--- config.mk ---
export PLATFORM = sky130hd
export DESIGN_NAME = f_fetch_stage_flat
export DESIGN_NICKNAME = d
export VERILOG_FILES = /design/src/rtl/f_fetch_stage_pkg.sv /design/src/rtl/f_fetch_stage_if.sv /design/src/rtl/f_fetch_stage_npc.sv /design/src/rtl/f_fetch_stage.sv /design/src/flat_wrapper.sv
export SDC_FILE = /design/constraint.sdc
export NUM_CORES = 1
export LEC_CHECK = 0
export BUFFER_PORTS_ARGS = -buffer_cell sky130_fd_sc_hd__buf_2
export CORE_AREA = 2 2 107 109
export DETAILED_ROUTE_END_ITERATION = 12
export DIE_AREA = 0 0 109 111
export PLACE_DENSITY = 0.83
export RECOVER_POWER = 50
export SYNTH_ARGS = -nofsm -noshare
export SYNTH_HDL_FRONTEND = slang
export SYNTH_SLANG_ARGS = --single-unit
--- constraint.sdc ---
create_clock -name clk -period 3.8 [get_ports clk]
set_clock_uncertainty 0.1 [all_clocks]
set_input_delay 0.19 -clock clk [delete_from_list [all_inputs] [get_ports clk]]
set_output_delay 0.19 -clock clk [all_outputs]
set_load 0.005 [all_outputs]
--- src/rtl/f_fetch_stage_pkg.sv ---
// rtl/f_fetch_stage_pkg.sv - shared next-PC select encodings and reset PC
// Imported by the fetch stage and by the decode-stage controller.
package f_fetch_stage_pkg;

  typedef enum logic [1:0] {
    NPC_SEQ    = 2'd0,
    NPC_BRANCH = 2'd1,
    NPC_JUMP   = 2'd2,
    NPC_JR     = 2'd3
  } npc_op_e;

  localparam logic [31:0] RESET_PC_DEFAULT = 32'h0000_3000;

endpackage

--- src/rtl/f_fetch_stage_if.sv ---
// rtl/f_fetch_stage_if.sv - instruction memory read port between fetch and memory
// Read data is combinational on the address within the same cycle.
interface f_fetch_stage_if;

  logic [31:0] InstrMem_Addr;
  logic [31:0] InstrMem_Rdata;

  modport master (output InstrMem_Addr, input InstrMem_Rdata);
  modport slave  (input InstrMem_Addr, output InstrMem_Rdata);

endinterface

--- src/rtl/f_fetch_stage_npc.sv ---
// rtl/f_fetch_stage_npc.sv - f_npc, purely combinational next-PC calculator
// Branch and jump targets are formed from the decode-stage PC so the delay slot is kept.
module f_npc
  import f_fetch_stage_pkg::*;
(
  input  logic [31:0] pc_f,
  input  npc_op_e     npc_op,
  input  logic        branch_taken,
  input  logic [31:0] pc_d,
  input  logic [15:0] imm16,
  input  logic [25:0] index26,
  input  logic [31:0] reg_rs,
  output logic [31:0] npc
);

  logic [31:0] seq_pc;
  logic [31:0] branch_target;
  logic [31:0] jump_target;

  always_comb begin
    seq_pc        = pc_f + 32'd4;
    branch_target = pc_d + 32'd4 + {{14{imm16[15]}}, imm16, 2'b00};
    jump_target   = {pc_d[31:28], index26, 2'b00};
    npc           = seq_pc;
    case (npc_op)
      NPC_SEQ:    npc = seq_pc;
      NPC_BRANCH: npc = branch_taken ? branch_target : seq_pc;
      NPC_JUMP:   npc = jump_target;
      NPC_JR:     npc = reg_rs;
      default:    npc = seq_pc;
    endcase
  end

endmodule

--- src/rtl/f_fetch_stage.sv ---
// rtl/f_fetch_stage.sv - instruction fetch stage: PC register, next-PC select, imem read
// Optional fetch address-error check enabled by defining F_ADEL_CHECK_EN.
module f_fetch_stage
  import f_fetch_stage_pkg::*;
#(
  parameter logic [31:0] RESET_PC = RESET_PC_DEFAULT,
  parameter logic [31:0] IM_BASE  = 32'h0000_3000,
  parameter int          IM_WORDS = 4096
) (
  input  logic          clk,
  input  logic          reset,
  input  logic          Stop_F,
  input  logic [1:0]    NPCOp_D,
  input  logic          BranchTaken_D,
  input  logic [31:0]   PC_D,
  input  logic [15:0]   Imm16_D,
  input  logic [25:0]   Index26_D,
  input  logic [31:0]   RegRs_D,
  f_fetch_stage_if.master imem,
  output logic [31:0]   Instr_F,
  output logic [31:0]   PC_F,
  output logic [31:0]   PCPlus4_F
`ifdef F_ADEL_CHECK_EN
  ,
  output logic          ExcAdEL_F
`endif
);

  logic [31:0] pc_q;
  logic [31:0] npc;

  f_npc u_npc (
    .pc_f         (pc_q),
    .npc_op       (npc_op_e'(NPCOp_D)),
    .branch_taken (BranchTaken_D),
    .pc_d         (PC_D),
    .imm16        (Imm16_D),
    .index26      (Index26_D),
    .reg_rs       (RegRs_D),
    .npc          (npc)
  );

  // Stall beats redirect; reset beats both.
  always_ff @(posedge clk) begin
    if (reset) begin
      pc_q <= RESET_PC;
    end else if (!Stop_F) begin
      pc_q <= npc;
    end
  end

  assign PC_F               = pc_q;
  assign PCPlus4_F          = pc_q + 32'd4;
  assign imem.InstrMem_Addr = pc_q;

`ifdef F_ADEL_CHECK_EN
  // 33-bit compare so a window ending exactly at 2^32 is still representable.
  localparam logic [32:0] IM_LIMIT = {1'b0, IM_BASE} + 33'(IM_WORDS) * 33'd4;

  logic adel;

  always_comb begin
    adel = (pc_q[1:0] != 2'b00) || (pc_q < IM_BASE) || ({1'b0, pc_q} >= IM_LIMIT);
  end

  assign ExcAdEL_F = adel;
  assign Instr_F   = adel ? 32'h0000_0000 : imem.InstrMem_Rdata;
`else
  assign Instr_F   = imem.InstrMem_Rdata;
`endif

endmodule

--- src/flat_wrapper.sv ---
// flat-port wrapper written by rule: the top's interface ports become plain ports
module f_fetch_stage_flat import f_fetch_stage_pkg::*;
#(
  parameter logic [31:0] RESET_PC = RESET_PC_DEFAULT,
  parameter logic [31:0] IM_BASE  = 32'h0000_3000,
  parameter int          IM_WORDS = 4096
)
  (clk, reset, Stop_F, NPCOp_D, BranchTaken_D, PC_D, Imm16_D, Index26_D, RegRs_D, Instr_F, PC_F, PCPlus4_F, imem_InstrMem_Addr, imem_InstrMem_Rdata);
  f_fetch_stage_if imem_i ();
  input  logic clk;
  input  logic reset;
  input  logic Stop_F;
  input  logic [1:0] NPCOp_D;
  input  logic BranchTaken_D;
  input  logic [31:0] PC_D;
  input  logic [15:0] Imm16_D;
  input  logic [25:0] Index26_D;
  input  logic [31:0] RegRs_D;
  output logic [31:0] Instr_F;
  output logic [31:0] PC_F;
  output logic [31:0] PCPlus4_F;
  output wire logic [$bits(imem_i.InstrMem_Addr)-1:0] imem_InstrMem_Addr;
  input wire logic [$bits(imem_i.InstrMem_Rdata)-1:0] imem_InstrMem_Rdata;
  assign imem_InstrMem_Addr = imem_i.InstrMem_Addr;
  assign imem_i.InstrMem_Rdata = imem_InstrMem_Rdata;
  f_fetch_stage #(.RESET_PC(RESET_PC), .IM_BASE(IM_BASE), .IM_WORDS(IM_WORDS)) u_core (.clk(clk), .reset(reset), .Stop_F(Stop_F), .NPCOp_D(NPCOp_D), .BranchTaken_D(BranchTaken_D), .PC_D(PC_D), .Imm16_D(Imm16_D), .Index26_D(Index26_D), .RegRs_D(RegRs_D), .imem(imem_i), .Instr_F(Instr_F), .PC_F(PC_F), .PCPlus4_F(PCPlus4_F));
endmodule
Word-level counts from Yosys, hierarchy flattened
Cells that the tools add are included.

Flip-flop bits (word level): 32. Bits of input ports: 144. Output and inout port bits: 128. Word-level logic and storage cells: 10.

$add $sub $neg: 3. Eq/ne operators: 3. Mux-type cells: 2. Reduce and logical (&&, ||, !) cells: 1.

Operators by type and width (count): 32-bit one-hot mux with 4 select lines (1); 32-bit by 3-bit adder with 32-bit output (second input constant) (2); 32-bit adder (1); 32-bit two-way mux (1); 2-bit equality test (second input constant) (2); 2-bit by 1-bit equality test with 1-bit output (second input constant) (1); 2-bit logical NOT (1).

Depth between registers and ports, before layout
Depth in word-level cells: 4. Depth in mapped cells: 13. Depth with buffers taken out: 13.

By module
Synthesis repeated with hierarchy kept, for this count alone.

Cells, all modules: 800. Area, all modules: 5958.2 sq um.

Modules (own cells, without submodules): f_npc (times used 1, cells an instance 551, area an instance 3774.9 sq um, seq. area each 0.0 sq um); f_fetch_stage (times used 1, cells an instance 249, area an instance 2183.3 sq um, seq. area each 640.6 sq um).

Worst setup path before layout
OpenSTA, ideal clock, no wires.

Path kind: input port to flip-flop. Start point: input PC_D[3]. End point: register u_core.pc_q[11] (netlist: u_core.PC_F[11]). Library setup time: 95 ps. Data arrival time: 2332 ps. Data required time: 3605 ps. Path slack: 1273 ps. Stages on the path: 11. Buffers on the path: 0. Cells stage by stage: ha_1 > ha_1 > inv_1 > fa_1 > nand2b_1 > a21oi_1 > nand2b_1 > a21o_1 > a211oi_1 > or4_1 > a221oi_1.

Cells in the longest elaborated chain, start to end: 4.

RTL lines: start: declaration (line flat_wrapper.sv:15) `input logic [31:0] PC_D;`; 32-bit by 3-bit adder with 32-bit output (line f_fetch_stage_npc.sv:22) `branch_target = pc_d + 32'd4 + {{14{imm16[15]}}, imm16, 2'b00};`; 32-bit adder (line f_fetch_stage_npc.sv:22); 32-bit two-way mux (line f_fetch_stage_npc.sv:27) `NPC_BRANCH: npc = branch_taken ? branch_target : seq_pc;`; 32-bit one-hot mux with 4 select lines (line f_fetch_stage_npc.sv:25) `case (npc_op)`; end signal: assignment (line f_fetch_stage.sv:48) `pc_q <= npc;`; end: declaration (line f_fetch_stage.sv:29) `logic [31:0] pc_q;`.

Every way passes these cells. A chain may end at the register's enable or synchronous reset.

Final worst setup path
Start point: register u_core.pc_q[3] (netlist: u_core.PC_F[3]). End point: output PCPlus4_F[22].

Cells in the longest elaborated chain, start to end: 1.

RTL lines: 32-bit by 3-bit adder with 32-bit output (line f_fetch_stage.sv:53) `assign PCPlus4_F = pc_q + 32'd4;`; end: declaration (line flat_wrapper.sv:21) `output logic [31:0] PCPlus4_F;`.

Every way passes these cells.

==> run_results.csv <==
group,metric,value,unit
die,die_h,111,um
pwr,p_leak,2.73,nW
clocking,post_cts_resize_count,0,
flow_run,drv_cap,0,
logic_synthesis,synth_compound_area_share,23.1,%
run_status,status,"complete, no violations",
cells_and_area,fillers,1089,
route,antenna_left,0,
worst_hold_path,hp-class,"input pin to flop",
route,drt-total-wl,16.0,mm
die,die_width,109,um
cells_and_area,instances_no_fill,924,
timing,rsz0062_at_grt,"no",
worst_setup_path,cp-end-kind,"output port",
clocking,cts-root-buf,"clkbuf_16",
placed_design,dp.cells,915,
worst_setup_path,worstPathMaxFanout,7,
global_routing,grt_overflow_total,0,
worst_setup_path,endpoint,"PCPlus4_F[22]",
logic_synthesis,yosysUniqueCellTypes,67,
route,drtIter0Drc,404,
die,core,11100,um2
cells_and_area,multi_input_area,3680,um2
worst_setup_path,critPathLaunch,"u_core.PC_F[3]",
global_routing,first_global_vias,5024,
global_routing,grt_pass1_wl,25.4,mm
clocking,cts_inserted_buffers,5,
global_routing,grt_usage,26.0,%
die,die_area,12100,um2
logic_synthesis,yosys-mux-area-fraction,6.12,%
timing,finalSetupViolCount,0,
die,rows,39,
timing,finalSetupTns,0,ps
route,drt-pass1-iter-count,4,
logic_synthesis,syn_nets,859,
route,num_vias,5356,
logic_synthesis,async_flop_share,0,%
clocking,post_cts_buffers,0,
worst_setup_path,reg2reg_from,"u_core.PC_F[3]",
placed_design,port_buffers,207,
worst_setup_path,worstRegToRegCells,7,
logic_synthesis,yosys_warnings,0,
route,post_drt_wl_per_cell,17.3,um
worst_setup_path,r2r_setup_slack,1050,ps
logic_synthesis,synthCells,656,
route,vias_per_cell,5.80,
timing,worst_slew_pin_slew,981,ps
logic_synthesis,avgSynthCellArea,7.82,um2
logic_synthesis,synthFlopType,"dfxtp_1",
global_routing,antenna_found_initial,1,
worst_setup_path,critical_path_class,"flop to output port",
logic_synthesis,netlist.area_leader.share,14.1,%
logic_synthesis,synth_xor_area_share,8.17,%
placed_design,place_congestion,0.996,
logic_synthesis,yosysSeqAreaShare,12.5,%
logic_synthesis,synthSimpleGateAreaFrac,19.6,%
logic_synthesis,synth-edff-count,0,
die,ios,272,
pwr,ir_drop,0.183,mV
timing,post-route-min-period,2880,ps
die,initial_utilization,46.3,%
logic_synthesis,synth_fa_ha_area_share,14.5,%
timing,final_max_slew_viol_count,0,
timing,max_freq,347,MHz
clocking,cts.path.max_buffers,2,
logic_synthesis,synth_area,5130,um2
logic_synthesis,ys_seq_elements,32,
timing,min_period_over_period,75.8,%
cells_and_area,largest_register_ffs,32,
pwr,power_density,276,nW/um2
clocking,htreeDepth,2,
timing,hold_violations,0,
cells_and_area,regArea,641,um2
worst_setup_path,arrival,2590,ps
clocking,insertion_delay,280,ps
global_routing,grt_max_degree,45,
clocking,cts.sinks,32,
clocking,cts_tree,"built",
logic_synthesis,synth_area_leaders,"ha_1 14%, dfxtp_1 12%, buf_4 9.7%",
logic_synthesis,synth_top_cell_by_area,"ha_1",
worst_setup_path,r2r-end,"u_core.PC_F[22]",
worst_setup_path,critPathRequiredTime,3510,ps
timing,maxSlewHeadroom,34.6,%
placed_design,dp_hpwl,12.6,mm
clocking,postCtsHoldBufs,0,
worst_setup_path,worstSetupStartpointType,"flop",
route,route.detailed.drc,0,
worst_hold_path,hold_start,"RegRs_D[0]",
clocking,clk_pin_slew,50,ps
cells_and_area,nNetsFinal,982,
cells_and_area,drive_above_1_share,31.7,%
logic_synthesis,synth_top_family_by_area,"compound AO/OA/AOI/OAI gates",
cells_and_area,area_delta_synth_final,13.8,%
-- synth_stat cells (2+ instances only) --
| library cell | number |
|---|---|
| a21o_1 | 6 |
| o21ai_0 | 27 |
| inv_1 | 35 |
| nor2b_1 | 3 |
| and4_1 | 4 |
| o21bai_1 | 6 |
| nand2b_1 | 8 |
| a221o_1 | 9 |
| buf_1 | 2 |
| a211oi_1 | 4 |
| nor4_1 | 2 |
| a221oi_2 | 2 |
| a221oi_1 | 30 |
| buf_4 | 66 |
| o21a_1 | 6 |
| mux2_2 | 27 |
| xnor2_1 | 36 |
| a21oi_1 | 52 |
| clkbuf_1 | 17 |
| o211ai_1 | 5 |
| or3_1 | 10 |
| a211o_1 | 2 |
| ha_1 | 58 |
| dfxtp_1 | 32 |
| clkbuf_8 | 7 |
| and3_1 | 4 |
| or2_2 | 2 |
| nand2_1 | 59 |
| nand4_1 | 19 |
| nor2_1 | 32 |
| nor4_4 | 2 |
| nand3_1 | 24 |
| nor3_1 | 10 |
| a31oi_1 | 4 |
| a311oi_1 | 2 |
| buf_2 | 2 |
| xor2_1 | 10 |
-- metrics by stage --
step	total power, mW	instance area [um2]	hold WS, ps	setup slack (ps)	util (%)
final	1.62	5840	170	921	52.8
after global routing	1.72	5840	211	785	52.7
after CTS	1.62	5870	180	920	53.0
after detailed placement	1.16	5700	280	808	51.5
after global placement	1.16	5700	280	794	51.5
after floorplan	0.954	5130	281	1270	-
-- report_power, final --
group / total [mW] / internal [mW] / switching [mW] / leakage (nW)
Sequential: 0.419 / 0.364 / 0.0543 / 0.265
Combinational: 0.739 / 0.328 / 0.412 / 2.38
Clock: 0.457 / 0.308 / 0.149 / 0.0808
-- critical path, stage by stage, from the launching register on --
cell and delay, ps:
dfxtp_1 420, ha_1 290, nand4_1 280, nor4_4 610
nand3_1 190, xnor2_1 330, buf_2 190
-- worst min path at each step --
stage | cells past startpoint | to
after floorplan | 3 | u_core.PC_F[21]
after detailed placement | 0 | Instr_F[12]
after global routing | 3 | u_core.PC_F[0]
after global placement | 0 | Instr_F[12]
final | 3 | u_core.PC_F[0]
after CTS | 3 | u_core.PC_F[0]
-- cells in the final DEF (no fill, tap or decap), drive strengths merged, types with 3 or more instances in the layout --
cell and n:
xnor2 36, o21ai 27, nor4 5, a21oi 52
and4 4, a31oi 4, o21bai 6, a221o 9
clkbuf 25, buf 193, dfxtp 32, xor2 11
and3 5, a211oi 5, nand3 24, nor3 11
or3 10, a21o 6, nor2 32, nand2b 8
a221oi 32, nor2b 3, nand4 20, ha 58
o21a 6, inv 35, mux2 27, nand2 60
o211ai 5
-- area by class of cell --
type / count / share of cell area, %
inverters: 35 / 2.25
repair buffers: 212 / 17.9
multi-input cells: 493 / 62.9
clock buffers: 6 / 2.21
diodes: 1 / 0.0428
flip-flops and latches: 32 / 11.0
well taps: 143 / 3.06
clock inverters: 2 / 0.600
-- logic make-up after synthesis --
group	count (synthesis)
and+or+nand+nor	190
buffers and inverters	131
adders and majority gates	59
xor gates and xnor gates	47
muxes	28
AOI/OAI and AO/OA	169
DFF	32
-- layer usage --
layer	vias up	track usage, %	part of all wire, %
met5	-	0	0
met4	0	8.38	2.3
met3	33	3.41	7.2
met2	241	41.6	45
met1	2482	35.7	45
li1	2600	-	-
Note: power is estimated with default switching activity, not from simulation.
